**config.mk**
```make
export PLATFORM = sky130hd
export DESIGN_NAME = tile_render
export DESIGN_NICKNAME = d
export VERILOG_FILES = /design/src/rtl/sokoban_pkg.sv /design/src/rtl/tile_palette.sv /design/src/rtl/tile_render.sv
export SDC_FILE = /design/constraint.sdc
export NUM_CORES = 1
export LEC_CHECK = 0
export ABC_AREA = 1
export ABC_CLOCK_PERIOD_IN_PS = 2320
export CORE_MARGIN = 5
export CORE_UTILIZATION = 40
export CTS_CLUSTER_SIZE = 14
export DETAILED_ROUTE_END_ITERATION = 8
export PLACE_DENSITY_LB_ADDON = 0.15
export SLEW_MARGIN = 40
export SYNTH_ARGS = -nofsm -noshare
export SYNTH_HDL_FRONTEND = slang
export SYNTH_SLANG_ARGS = --single-unit
```
**constraint.sdc**
```tcl
create_clock -name clk -period 2.32 [get_ports clk]
set_clock_uncertainty 0.15 [all_clocks]
set_input_delay 0.464 -clock clk [delete_from_list [all_inputs] [get_ports clk]]
set_output_delay 0.464 -clock clk [all_outputs]
set_load 0.01 [all_outputs]
```
**src/rtl/sokoban_pkg.sv**
```systemverilog
// rtl/sokoban_pkg.sv - shared Sokoban tile codes, legacy colours and colour widening helper
// Purpose: chunk-type constants used by the map and display paths, the 12-bit
//          legacy colour of each code, and the nibble-replication function that
//          widens a 12-bit colour to an arbitrary channel width.
// Ports:   none (package).
package sokoban_pkg;

  localparam logic [3:0] PLAYER_UP    = 4'd0;
  localparam logic [3:0] PLAYER_DOWN  = 4'd1;
  localparam logic [3:0] PLAYER_LEFT  = 4'd2;
  localparam logic [3:0] PLAYER_RIGHT = 4'd3;
  localparam logic [3:0] BOX          = 4'd4;
  localparam logic [3:0] TARGET       = 4'd5;
  localparam logic [3:0] WALL         = 4'd6;
  localparam logic [3:0] GROUND       = 4'd7;
  localparam logic [3:0] SIDE         = 4'd8;

  function automatic logic [11:0] legacy_color(input logic [3:0] code);
    logic [11:0] c;
    case (code)
      PLAYER_UP:    c = 12'hFFF;
      PLAYER_DOWN:  c = 12'hCCC;
      PLAYER_LEFT:  c = 12'h666;
      PLAYER_RIGHT: c = 12'h000;
      BOX:          c = 12'hF00;
      TARGET:       c = 12'h0F0;
      WALL:         c = 12'h00F;
      GROUND:       c = 12'hFF0;
      SIDE:         c = 12'h222;
      default:      c = 12'h000;
    endcase
    return c;
  endfunction

  // Each nibble is doubled to 8 bits and the top cw bits are kept, so the
  // widened value is packed R,G,B in the low 3*cw bits of the result.
  function automatic logic [23:0] expand_color(input logic [11:0] c, input int cw);
    logic [7:0] r;
    logic [7:0] g;
    logic [7:0] b;
    r = {c[11:8], c[11:8]} >> (8 - cw);
    g = {c[7:4], c[7:4]} >> (8 - cw);
    b = {c[3:0], c[3:0]} >> (8 - cw);
    return (24'(r) << (2 * cw)) | (24'(g) << cw) | 24'(b);
  endfunction

endpackage

```
**src/rtl/tile_palette.sv**
```systemverilog
// rtl/tile_palette.sv - 16-entry colour register file for the tile renderer
// Purpose: writable palette indexed by chunk type, reloaded with the widened
//          legacy colours on reset.
// Ports:   clk, rst (sync, active-high); we/waddr/wdata synchronous write port;
//          raddr/rdata asynchronous read port; ground = fixed tap on GROUND entry.
module tile_palette
  import sokoban_pkg::*;
#(
  parameter int CW = 4
) (
  input  logic            clk,
  input  logic            rst,
  input  logic            we,
  input  logic [3:0]      waddr,
  input  logic [3*CW-1:0] wdata,
  input  logic [3:0]      raddr,
  output logic [3*CW-1:0] rdata,
  output logic [3*CW-1:0] ground
);

  logic [3*CW-1:0] mem [16];

  function automatic logic [3*CW-1:0] reset_value(input logic [3:0] idx);
    logic [23:0] full;
    full = expand_color(legacy_color(idx), CW);
    return full[3*CW-1:0];
  endfunction

  always_ff @(posedge clk) begin
    if (rst) begin
      for (int i = 0; i < 16; i++) begin
        mem[i] <= reset_value(4'(i));
      end
    end else if (we) begin
      mem[waddr] <= wdata;
    end
  end

  // Reads see the pre-write contents in the cycle of a write.
  assign rdata  = mem[raddr];
  assign ground = mem[GROUND];

endmodule

```
**src/rtl/tile_render.sv**
```systemverilog
// rtl/tile_render.sv - two-stage palette-driven tile pixel renderer
// Purpose: maps chunk type and in-tile pixel position to a colour, adding
//          bevelled wall/box borders, an inset player sprite and (when
//          TILE_RENDER_BLINK_EN is defined) a blinking target marker.
// Ports:   clk, rst (sync, active-high); in_valid, chunk_type, tx, ty pixel
//          request; frame_tick per-frame pulse; pal_we/pal_addr/pal_data
//          palette write; out_valid/dout rendered pixel, 2 cycles after request.
// Macro:   TILE_RENDER_BLINK_EN builds the blink counter and phase.
module tile_render
  import sokoban_pkg::*;
#(
  parameter int CW           = 4,
  parameter int TILE_LOG2    = 5,
  parameter int BLINK_FRAMES = 30
) (
  input  logic                 clk,
  input  logic                 rst,
  input  logic                 in_valid,
  input  logic [3:0]           chunk_type,
  input  logic [TILE_LOG2-1:0] tx,
  input  logic [TILE_LOG2-1:0] ty,
  input  logic                 frame_tick,
  input  logic                 pal_we,
  input  logic [3:0]           pal_addr,
  input  logic [3*CW-1:0]      pal_data,
  output logic                 out_valid,
  output logic [3*CW-1:0]      dout
);

  localparam int TILE = 1 << TILE_LOG2;
  localparam logic [TILE_LOG2-1:0] EDGE_MAX = TILE_LOG2'(TILE - 1);
  localparam logic [TILE_LOG2-1:0] MARGIN   = TILE_LOG2'(TILE >> 3);
  localparam logic [TILE_LOG2-1:0] INSET_HI = TILE_LOG2'(TILE - (TILE >> 3));

  logic [3*CW-1:0] pal_rdata;
  logic [3*CW-1:0] pal_ground;

  tile_palette #(.CW(CW)) u_palette (
    .clk    (clk),
    .rst    (rst),
    .we     (pal_we),
    .waddr  (pal_addr),
    .wdata  (pal_data),
    .raddr  (chunk_type),
    .rdata  (pal_rdata),
    .ground (pal_ground)
  );

  logic                 blink_phase;

`ifdef TILE_RENDER_BLINK_EN
  logic [7:0] blink_cnt;

  always_ff @(posedge clk) begin
    if (rst) begin
      blink_cnt   <= 8'd0;
      blink_phase <= 1'b0;
    end else if (frame_tick) begin
      if (blink_cnt == 8'(BLINK_FRAMES - 1)) begin
        blink_cnt   <= 8'd0;
        blink_phase <= ~blink_phase;
      end else begin
        blink_cnt <= blink_cnt + 8'd1;
      end
    end
  end
`else
  logic unused_frame_tick;
  assign unused_frame_tick = frame_tick;
  assign blink_phase       = 1'b0;
`endif

  // Stage 1: request and both palette reads.
  logic                 s1_valid;
  logic [3:0]           s1_type;
  logic [TILE_LOG2-1:0] s1_tx;
  logic [TILE_LOG2-1:0] s1_ty;
  logic [3*CW-1:0]      s1_color;
  logic [3*CW-1:0]      s1_ground;

  always_ff @(posedge clk) begin
    if (rst) begin
      s1_valid  <= 1'b0;
      s1_type   <= 4'd0;
      s1_tx     <= '0;
      s1_ty     <= '0;
      s1_color  <= '0;
      s1_ground <= '0;
    end else begin
      s1_valid  <= in_valid;
      s1_type   <= chunk_type;
      s1_tx     <= tx;
      s1_ty     <= ty;
      s1_color  <= pal_rdata;
      s1_ground <= pal_ground;
    end
  end

  // Stage 2 colour selection.
  logic            on_border;
  logic            in_margin;
  logic [3*CW-1:0] halved;
  logic [3*CW-1:0] pixel_color;

  assign on_border = (s1_tx == '0) || (s1_tx == EDGE_MAX) ||
                     (s1_ty == '0) || (s1_ty == EDGE_MAX);
  assign in_margin = (s1_tx < MARGIN) || (s1_tx >= INSET_HI) ||
                     (s1_ty < MARGIN) || (s1_ty >= INSET_HI);
  // Per-channel logical shift: the top bit of each channel is cleared so
  // no bit leaks in from the neighbouring channel.
  assign halved = {1'b0, s1_color[3*CW-1:2*CW+1],
                   1'b0, s1_color[2*CW-1:CW+1],
                   1'b0, s1_color[CW-1:1]};

  always_comb begin
    pixel_color = s1_color;
    if ((s1_type == WALL || s1_type == BOX) && on_border) begin
      pixel_color = halved;
    end else if (s1_type <= PLAYER_RIGHT) begin
      pixel_color = in_margin ? s1_ground : s1_color;
    end else if (s1_type == TARGET && blink_phase) begin
      pixel_color = s1_ground;
    end
  end

  always_ff @(posedge clk) begin
    if (rst) begin
      out_valid <= 1'b0;
      dout      <= '0;
    end else begin
      out_valid <= s1_valid;
      if (s1_valid) begin
        dout <= pixel_color;
      end
    end
  end

endmodule

```
Word level (Yosys, flattened, before mapping):

Memory sizes are Yosys's and may differ from the RTL's. A register that Yosys moved wholly into a read port is not among the register bits.
Index checks and enable logic that the tools add are counted.

* word-level logic and storage cells: 65
* bits in registers: 28
* input bits: 35
* memory bits (writable): 192
* ROM bits: 0
* latch bits: 0
* memories kept: 1

* shift operators: 0
* $mul: 0
* reductions and logical operators: 11
* add/subtract/negate cells: 0
* bitwise logic cells: 18
* mux-type cells: 20
* divide/modulo/power cells: 0
* equal/unequal tests: 4
* order comparisons: 5

Memories
* u_palette.mem: words 16, bits a word 12, rd ports 2, clocked after Yosys merged registers in 2, write ports 16, RTL line tile_palette.sv:21 `logic [3*CW-1:0] mem [16];`

Operators by type and width (count)
* $mux 12: 13
* $or 12x4->12: 9
* $or 12x8->12: 9
* $reduce_or 12->1: 1
* $eq 5x5->1 const B: 2
* $ge 5x5->1 const B: 2
* $logic_not 5->1: 2
* $lt 5x3->1 const B: 2
* $eq 4x3->1 const B: 2
* $logic_or 1x1->1: 7
* $mux 1: 6
* $le 4x2->1 const B: 1
* $mux 4: 1
* $logic_and 1x1->1: 1

Longest topological paths before layout:

Gate-level depths: netlist of run 1.

* word-level depth: 7
* gate-level depth with buffers: 11
* depth with buffers taken out: 10

Cells and area by module:

Synthesis of run 1 repeated with hierarchy kept, for this count alone.

* cells, all modules: 1337
* area, all modules: 11378.4 um^2

Modules (own cells, without submodules)
* tile_palette: area an instance 9365.2 um^2, sequential area each 5765.5 um^2, cells an instance 1062, times used 1
* tile_render: area an instance 2013.2 um^2, sequential area each 1021.0 um^2, cells an instance 275, times used 1

Worst setup path after synthesis of run 1:

No wires, ideal clock.

* path type: in2reg
* from: input rst
* to: memory u_palette.mem[0][0] in the netlist's numbering (enable)
* cell stages on the path: 6
* setup time: 0.398 ns
* slack: -0.101 ns
* data arrival time: 1.873 ns
* buffers on the path: 1
* cell sequence: buf_2 inv_4 nand2_2 inv_2 nand2_2 o21ai_0

RTL lines
* from (decl): RTL line tile_render.sv:17 `input logic rst,`
* to (decl): RTL line tile_palette.sv:21

Final worst setup path of run 1:

* from: register dout[4]
* to: output dout[4]

RTL lines
* from (decl): RTL line tile_render.sv:27 `output logic [3*CW-1:0] dout`
* from (signal assigned): RTL line tile_render.sv:133 `dout <= pixel_color;`

No word-level cell between the ends.

==> results of run 1 <==
==> logic make-up (layout without fill, tap and decap cells) <==
group	after synthesis	after routing	share of synthesized area, %
simple gates	468	468	17.75
flops	243	243	64.48
compound gates	199	199	11.25
buf+inv	151	244	6.526
==> per-layer routing <==
layer  track usage [%]  share of wire, %  up-vias
li1                  -                 -     3719
met1             27.76                47     3495
met2             26.64                43      230
met3             2.721               6.6       36
met4             5.297               2.6        0
met5                 0                 0        -
==> worst max path at each step <==
stage / start / end / slack (ns) / cells past startpoint
6_report: dout[4] / dout[4] / 0.30 / 1
3_3_place_gp: pal_addr[3] / u_palette.mem[15][10] / 0.05 / 6
2_1_floorplan: rst / u_palette.mem[0][0] / 0.23 / 6
5_1_grt: dout[7] / dout[7] / 0.26 / 1
3_5_place_dp: pal_addr[3] / u_palette.mem[14][3] / 0.05 / 6
4_1_cts: dout[7] / dout[7] / 0.28 / 1
==> area by class of cell <==
type	instances	share of cell area, %
multi-input combinational	667	24.10
timing repair buffer	117	9.625
inverter	78	2.352
sequential	243	53.60
clock buffer	32	5.722
clock inverter	17	1.285
tap	335	3.311
==> cell usage after synthesis (all sizes together) <==
master | number | share of area, %
o21ai | 104 | 4.9
edfxtp | 192 | 55
a21oi | 35 | 1.8
dfxtp | 51 | 9.7
o211ai | 38 | 2.9
clkbuf | 27 | 0.99
nand4 | 1 | 0.059
nor2 | 294 | 11
nand2 | 130 | 4.7
o221ai | 10 | 0.83
nand3 | 41 | 2.1
o22ai | 12 | 0.71
inv | 78 | 2.8
nor3b | 1 | 0.071
nor3 | 1 | 0.095
buf | 46 | 2.7
==> registers in the layout, summed over array words and instances, names as in the netlist <==
signal / flops
s1_color: 12
s1_valid: 1
out_valid: 1
s1_ground: 12
s1_type: 3
s1_ty: 5
dout: 12
s1_tx: 5
u_palette.mem: 192
==> report_power, final <==
| group | switching, mW | total (mW) | leakage, nW | internal, mW |
|---|---|---|---|---|
| Sequential | 0.0798 | 5.02 | 2.28 | 4.94 |
| Combinational | 0.570 | 0.897 | 2.07 | 0.327 |
| Clock | 1.70 | 4.25 | 0.452 | 2.55 |
| Total | 2.35 | 10.2 | 4.80 | 7.82 |
==> per-stage QoR <==
step                      hold WS, ns  power [mW]  setup WS (ns)
after global routing           0.2992       10.58         0.2575
final                          0.3087       10.17         0.3037
after detailed placement       0.3041       6.009        0.04922
after global placement         0.2974       6.002        0.05207
after CTS                      0.2900       10.27         0.2775
after floorplan                0.2868       5.601         0.2257
==> impl_metrics.py, run 1 <==
metrics = {
    "final_layout": {
        "fin_area_um2": 12660,
        "final_cell_mix": "288 x nor2_1, 192 x edfxtp_1, 128 x nand2_1, 87 x o21ai_0, 70 x inv_1",
        "register_area_um2": 6787,
        "fillerInstances": 2451,
        "stdcell_count": 1489,
        "nets": 1169,
        "num_antenna_cells": 0,
        "final_util_pct": 48.72,
        "multi_input_area_um2": 3052,
        "layout-drive-gt1-share_pct": 12.74,
        "syn_to_final_growth_pct": 20.29,
        "final_common_cell": "nor2_1",
    },
    "timing": {
        "finalSetupViolations": 0,
        "fin_tns_setup_ns": 0,
        "worst_slew_pin_slew_ns": 0.5242,
        "period_share_pct": 86.91,
        "max-slew-margin-rel_pct": 65.05,
        "fmax_mhz": 496.0,
        "slew_violations": 0,
        "fin_crit_ns": 2.016,
        "rsz0062_at_grt": "no",
        "hold_viol": 0,
    },
    "critical_path": {
        "r2r_slack_ns": 0.56,
        "r2r_end": "dout[6]",
        "slowest_delay_ns": 0.54,
        "cp_max_fo": 2,
        "crit_type": "flop to primary output",
        "cp-end-kind": "primary output",
        "ff2ff_path_depth": 9,
        "crit_chain": "clkdlybuf4s50_1",
        "cp.arrival_ns": 1.40,
        "critPathTopFamily": "buffers and inverters",
        "crit_buf_inv": 1,
        "worstReg2RegStart": "s1_tx[3]",
        "crit_path_top_delay_cell": "clkdlybuf4s50_1",
        "required_ns": 1.71,
        "cp-start-kind": "flop",
    },
    "global_route": {
        "grt_pass1_wl_um": 41560,
        "overflow": 0,
        "first_global_vias": 7042,
        "grt_max_degree": 52,
        "antenna_found_initial": 0,
        "grtUsageTotal_pct": 18.09,
    },
    "placement": {
        "place_congestion": 0.8837,
        "placed_cells": 1440,
        "dp_hpwl_um": 17610,
        "place_area_um2": 11770,
        "io_buffers": 46,
    },
    "clock_tree": {
        "cts_resized": 0,
        "clkSinkCount": 243,
        "worstSkewPairLatency_ns": 0.53,
        "cts_tree": "done",
        "cts_buffers": 27,
        "htreeDepth": 1,
        "cts_setup_buffers": 0,
        "postCtsHoldBufs": 0,
        "clk_pin_slew_ns": 0.06,
        "clockBufferDepth": 3,
        "cts-root-buf": "clkbuf_16",
    },
    "flow_run": {
        "drv_cap": 0,
    },
    "yosys": {
        "synth.distinct_cells": 29,
        "synth_seq_cells": 243,
        "synthCells": 1061,
        "syn_nets": 1096,
        "syn_area_um2": 10530,
        "seq_area_frac_synth_pct": 64.48,
        "syn_area_per_cell_um2": 9.920,
        "yosys_warnings": 0,
    },
    "detailed_routing": {
        "wire_per_inst_um": 17.81,
        "vias": 7480,
        "ant_nets": 0,
        "drc": 0,
        "wl_um": 26520,
        "vias_per_cell": 5.024,
        "drt-pass1-iter-count": 5,
        "drtIter0Drc": 712,
    },
    "power": {
        "leakage_nw": 4.802,
        "power_density_nw_per_um2": 803.0,
        "peakVddDrop_mv": 0.4759,
    },
    "worst_hold_path": {
        "hold_path.class": "input port to flop",
        "holdPathStages": 3,
        "min_from": "in_valid",
        "holdPathEnd": "s1_valid",
    },
    "outcome": {
        "outcome": "completed",
    },
    "die": {
        "io_pins": 48,
        "initial_utilization_pct": 40.50,
        "dieArea_um2": 29660,
        "row_count": 59,
        "die_w_um": 172.2,
        "die_h_um": 172.2,
        "coreArea_um2": 25980,
    },
}
No activity file was read; power rests on OpenSTA's default activity.
==> run 2, diff against run 1 <==
Settings changed: SYNTH_HIERARCHICAL from default to 1.
==> run 2 against run 1 <==
Largest cell class unchanged. Global-route usage is 0.42 points higher. Synthesized cell count grew 26%. Non-clock buffer count unchanged. Critical path depth is the same. Wire length increased by 8.8%. Sequential cell count is the same. Hold slack better by 0.0025 ns. Setup slack improved by 0.019 ns. Area after synthesis increased by 8.1%. Clock power shrank 11%. Sequential power about the same. Critical endpoint is now dout[5]. Combinational power rose by 16%.
==> impl_metrics.py, run 2 <==
metrics = {
    "yosys": {
        "async_reset_ff_share_pct": 0,
        "synth.distinct_cells": 23,
        "syn_area_per_cell_um2": 8.510,
        "synthCells": 1337,
        "synth_seq_cells": 243,
        "synth.area.top_cells": "edfxtp_1 51%, nand2_1 13%, dfxtp_1 9.0%",
        "yosys_warnings": 6,
        "seq_area_frac_synth_pct": 59.64,
        "syn_area_um2": 11380,
        "synth.most_common_cell": "nand2_1",
        "synth-edff-count": 192,
        "netlist_top_cells_count": "383 x nand2_1, 227 x inv_1, 197 x nor2_1",
        "syn_nets": 1372,
        "yosysTopAreaCellShare_pct": 50.67,
        "yosys.area.top_type": "edfxtp_1",
        "synthFlopType": "edfxtp_1",
    },
    "clock_tree": {
        "cts_resized": 0,
        "worstSkewPairLatency_ns": 0.52,
        "clk_pin_slew_ns": 0.05,
        "htreeDepth": 1,
        "postCtsHoldBufs": 0,
        "cts_setup_buffers": 0,
        "cts_tree": "done",
        "clkSinkCount": 243,
        "clockBufferDepth": 3,
        "cts_buffers": 27,
        "cts-root-buf": "clkbuf_16",
    },
    "outcome": {
        "outcome": "completed",
    },
    "die": {
        "row_count": 61,
        "die_h_um": 178.7,
        "die_w_um": 178.7,
        "initial_utilization_pct": 40.73,
        "dieArea_um2": 31920,
        "coreArea_um2": 27930,
        "io_pins": 48,
    },
    "timing": {
        "fin_ws_ns": 0.3223,
        "period_share_pct": 86.11,
        "fmax_mhz": 500.6,
        "finalSetupViolations": 0,
        "hold_viol": 0,
        "rsz0062_at_grt": "no",
        "worst_slew_pin_slew_ns": 0.5180,
        "max-slew-margin-rel_pct": 65.47,
        "fin_crit_ns": 1.998,
        "slew_violations": 0,
        "fin_tns_setup_ns": 0,
    },
    "critical_path": {
        "cp.arrival_ns": 1.38,
        "crit_cells": 1,
        "r2r_slack_ns": 0.50,
        "worstReg2RegStart": "s1_tx[3]",
        "crit_type": "flop to primary output",
        "ff2ff_path_depth": 8,
        "required_ns": 1.71,
        "cp-start-kind": "flop",
        "r2r_end": "dout[9]",
        "crit_path_end": "dout[5]",
        "crit_path_top_delay_cell": "clkdlybuf4s50_1",
        "cp_max_fo": 2,
        "crit_buf_inv": 1,
        "critPathLaunch": "dout[5]",
        "critPathTopFamily": "buffers and inverters",
        "crit_chain": "clkdlybuf4s50_1",
        "cp-end-kind": "primary output",
        "slowest_delay_ns": 0.54,
    },
    "final_layout": {
        "layout-drive-gt1-share_pct": 10.11,
        "final_cell_mix": "383 x nand2_1, 227 x inv_1, 197 x nor2_1, 192 x edfxtp_1, 167 x nand3_1",
        "largest_register_ffs": 192,
        "final_util_pct": 48.09,
        "fillerInstances": 2767,
        "final_common_cell": "nand2_1",
        "num_antenna_cells": 0,
        "nets": 1446,
        "syn_to_final_growth_pct": 18.06,
        "regMostFlops": "u_palette/mem",
    },
    "placement": {
        "place_congestion": 0.8138,
        "dp_hpwl_um": 18940,
        "io_buffers": 46,
        "dp_slack_ns": 0.06083,
    },
    "power": {
        "leakage_nw": 6.087,
        "peakVddDrop_mv": 0.4818,
        "power_density_nw_per_um2": 734.1,
        "totalPowerFinal_mw": 9.861,
    },
    "global_route": {
        "antenna_found_initial": 0,
        "overflow": 0,
        "first_global_vias": 8033,
        "grt_max_degree": 52,
        "grt_pass1_wl_um": 45280,
        "grtUsageTotal_pct": 18.51,
    },
    "detailed_routing": {
        "vias": 8417,
        "wl_um": 28860,
        "drc": 0,
        "wire_per_inst_um": 16.01,
        "vias_per_cell": 4.671,
        "drt-pass1-iter-count": 5,
        "ant_nets": 0,
        "drtIter0Drc": 642,
    },
    "worst_hold_path": {
        "hold_path.class": "flop to flop",
    },
    "flow_run": {
        "drv_cap": 0,
    },
}
run 2: cell types whose count changed in the layout (fill, tap and decap cells not counted), sizes merged, moves of 12 or more:
| cell | delta |
|---|---|
| a21oi | -22 |
| o211ai | -38 |
| o22ai | -12 |
| inv | +158 |
| o21ai | -99 |
| nand2 | +261 |
| nand3 | +126 |
| nor2 | -86 |
run 2: worst min-delay path by stage:
stage,cells after the start,from,to,slack (ns)
finish,2,dout[2],dout[2],0.31
global route,3,tx[0],s1_tx[0],0.31
CTS,3,tx[4],s1_tx[4],0.29
detailed placement,2,dout[2],dout[2],0.31
global placement,2,dout[11],dout[11],0.30
floorplan,2,u_palette/mem[7][0],s1_ground[0],0.30
run 2: stage by stage:
stage / hold slack (ns) / cells / cell area (µm²)
after CTS: 0.2929 / 1802 / 13430
after detailed placement: 0.3069 / 1760 / 12660
after global routing: 0.3084 / 1802 / 13430
after floorplan: 0.3001 / 1337 / 11380
final: 0.3112 / 1802 / 13430
after global placement: 0.3042 / 1760 / 12660
run 2: kinds of logic (layout without fill, tap and decap cells):
kind of cell / Yosys count / count (layout) / share of synthesized area, %
compound gates: 18 / 18 / 1.122
buf+inv: 309 / 396 / 11.22
simple gates: 767 / 767 / 28.02
flops: 243 / 243 / 59.64
run 2: layout make-up:
type | count | area, µm² | share of cell area [%]
inverter | 237 | 892.1 | 6.641
multi-input combinational | 785 | 3316 | 24.68
clock inverter | 3 | 11.26 | 0.08383
clock buffer | 39 | 760.7 | 5.663
timing repair buffer | 117 | 1194 | 8.886
sequential | 243 | 6787 | 50.52
tap | 378 | 473.0 | 3.521
run 2: metal layers:
layer | part of all wire [%] | track usage, %
met3 | 6.7 | 2.467
met5 | 0 | 0
met4 | 3.6 | 6.076
met1 | 45 | 26.45
met2 | 45 | 29.31
run 2: where the power goes:
part,internal (mW),switching (mW)
clock,2.23,1.57
sequential,4.94,0.0766
combinational,0.366,0.677
total,7.54,2.32
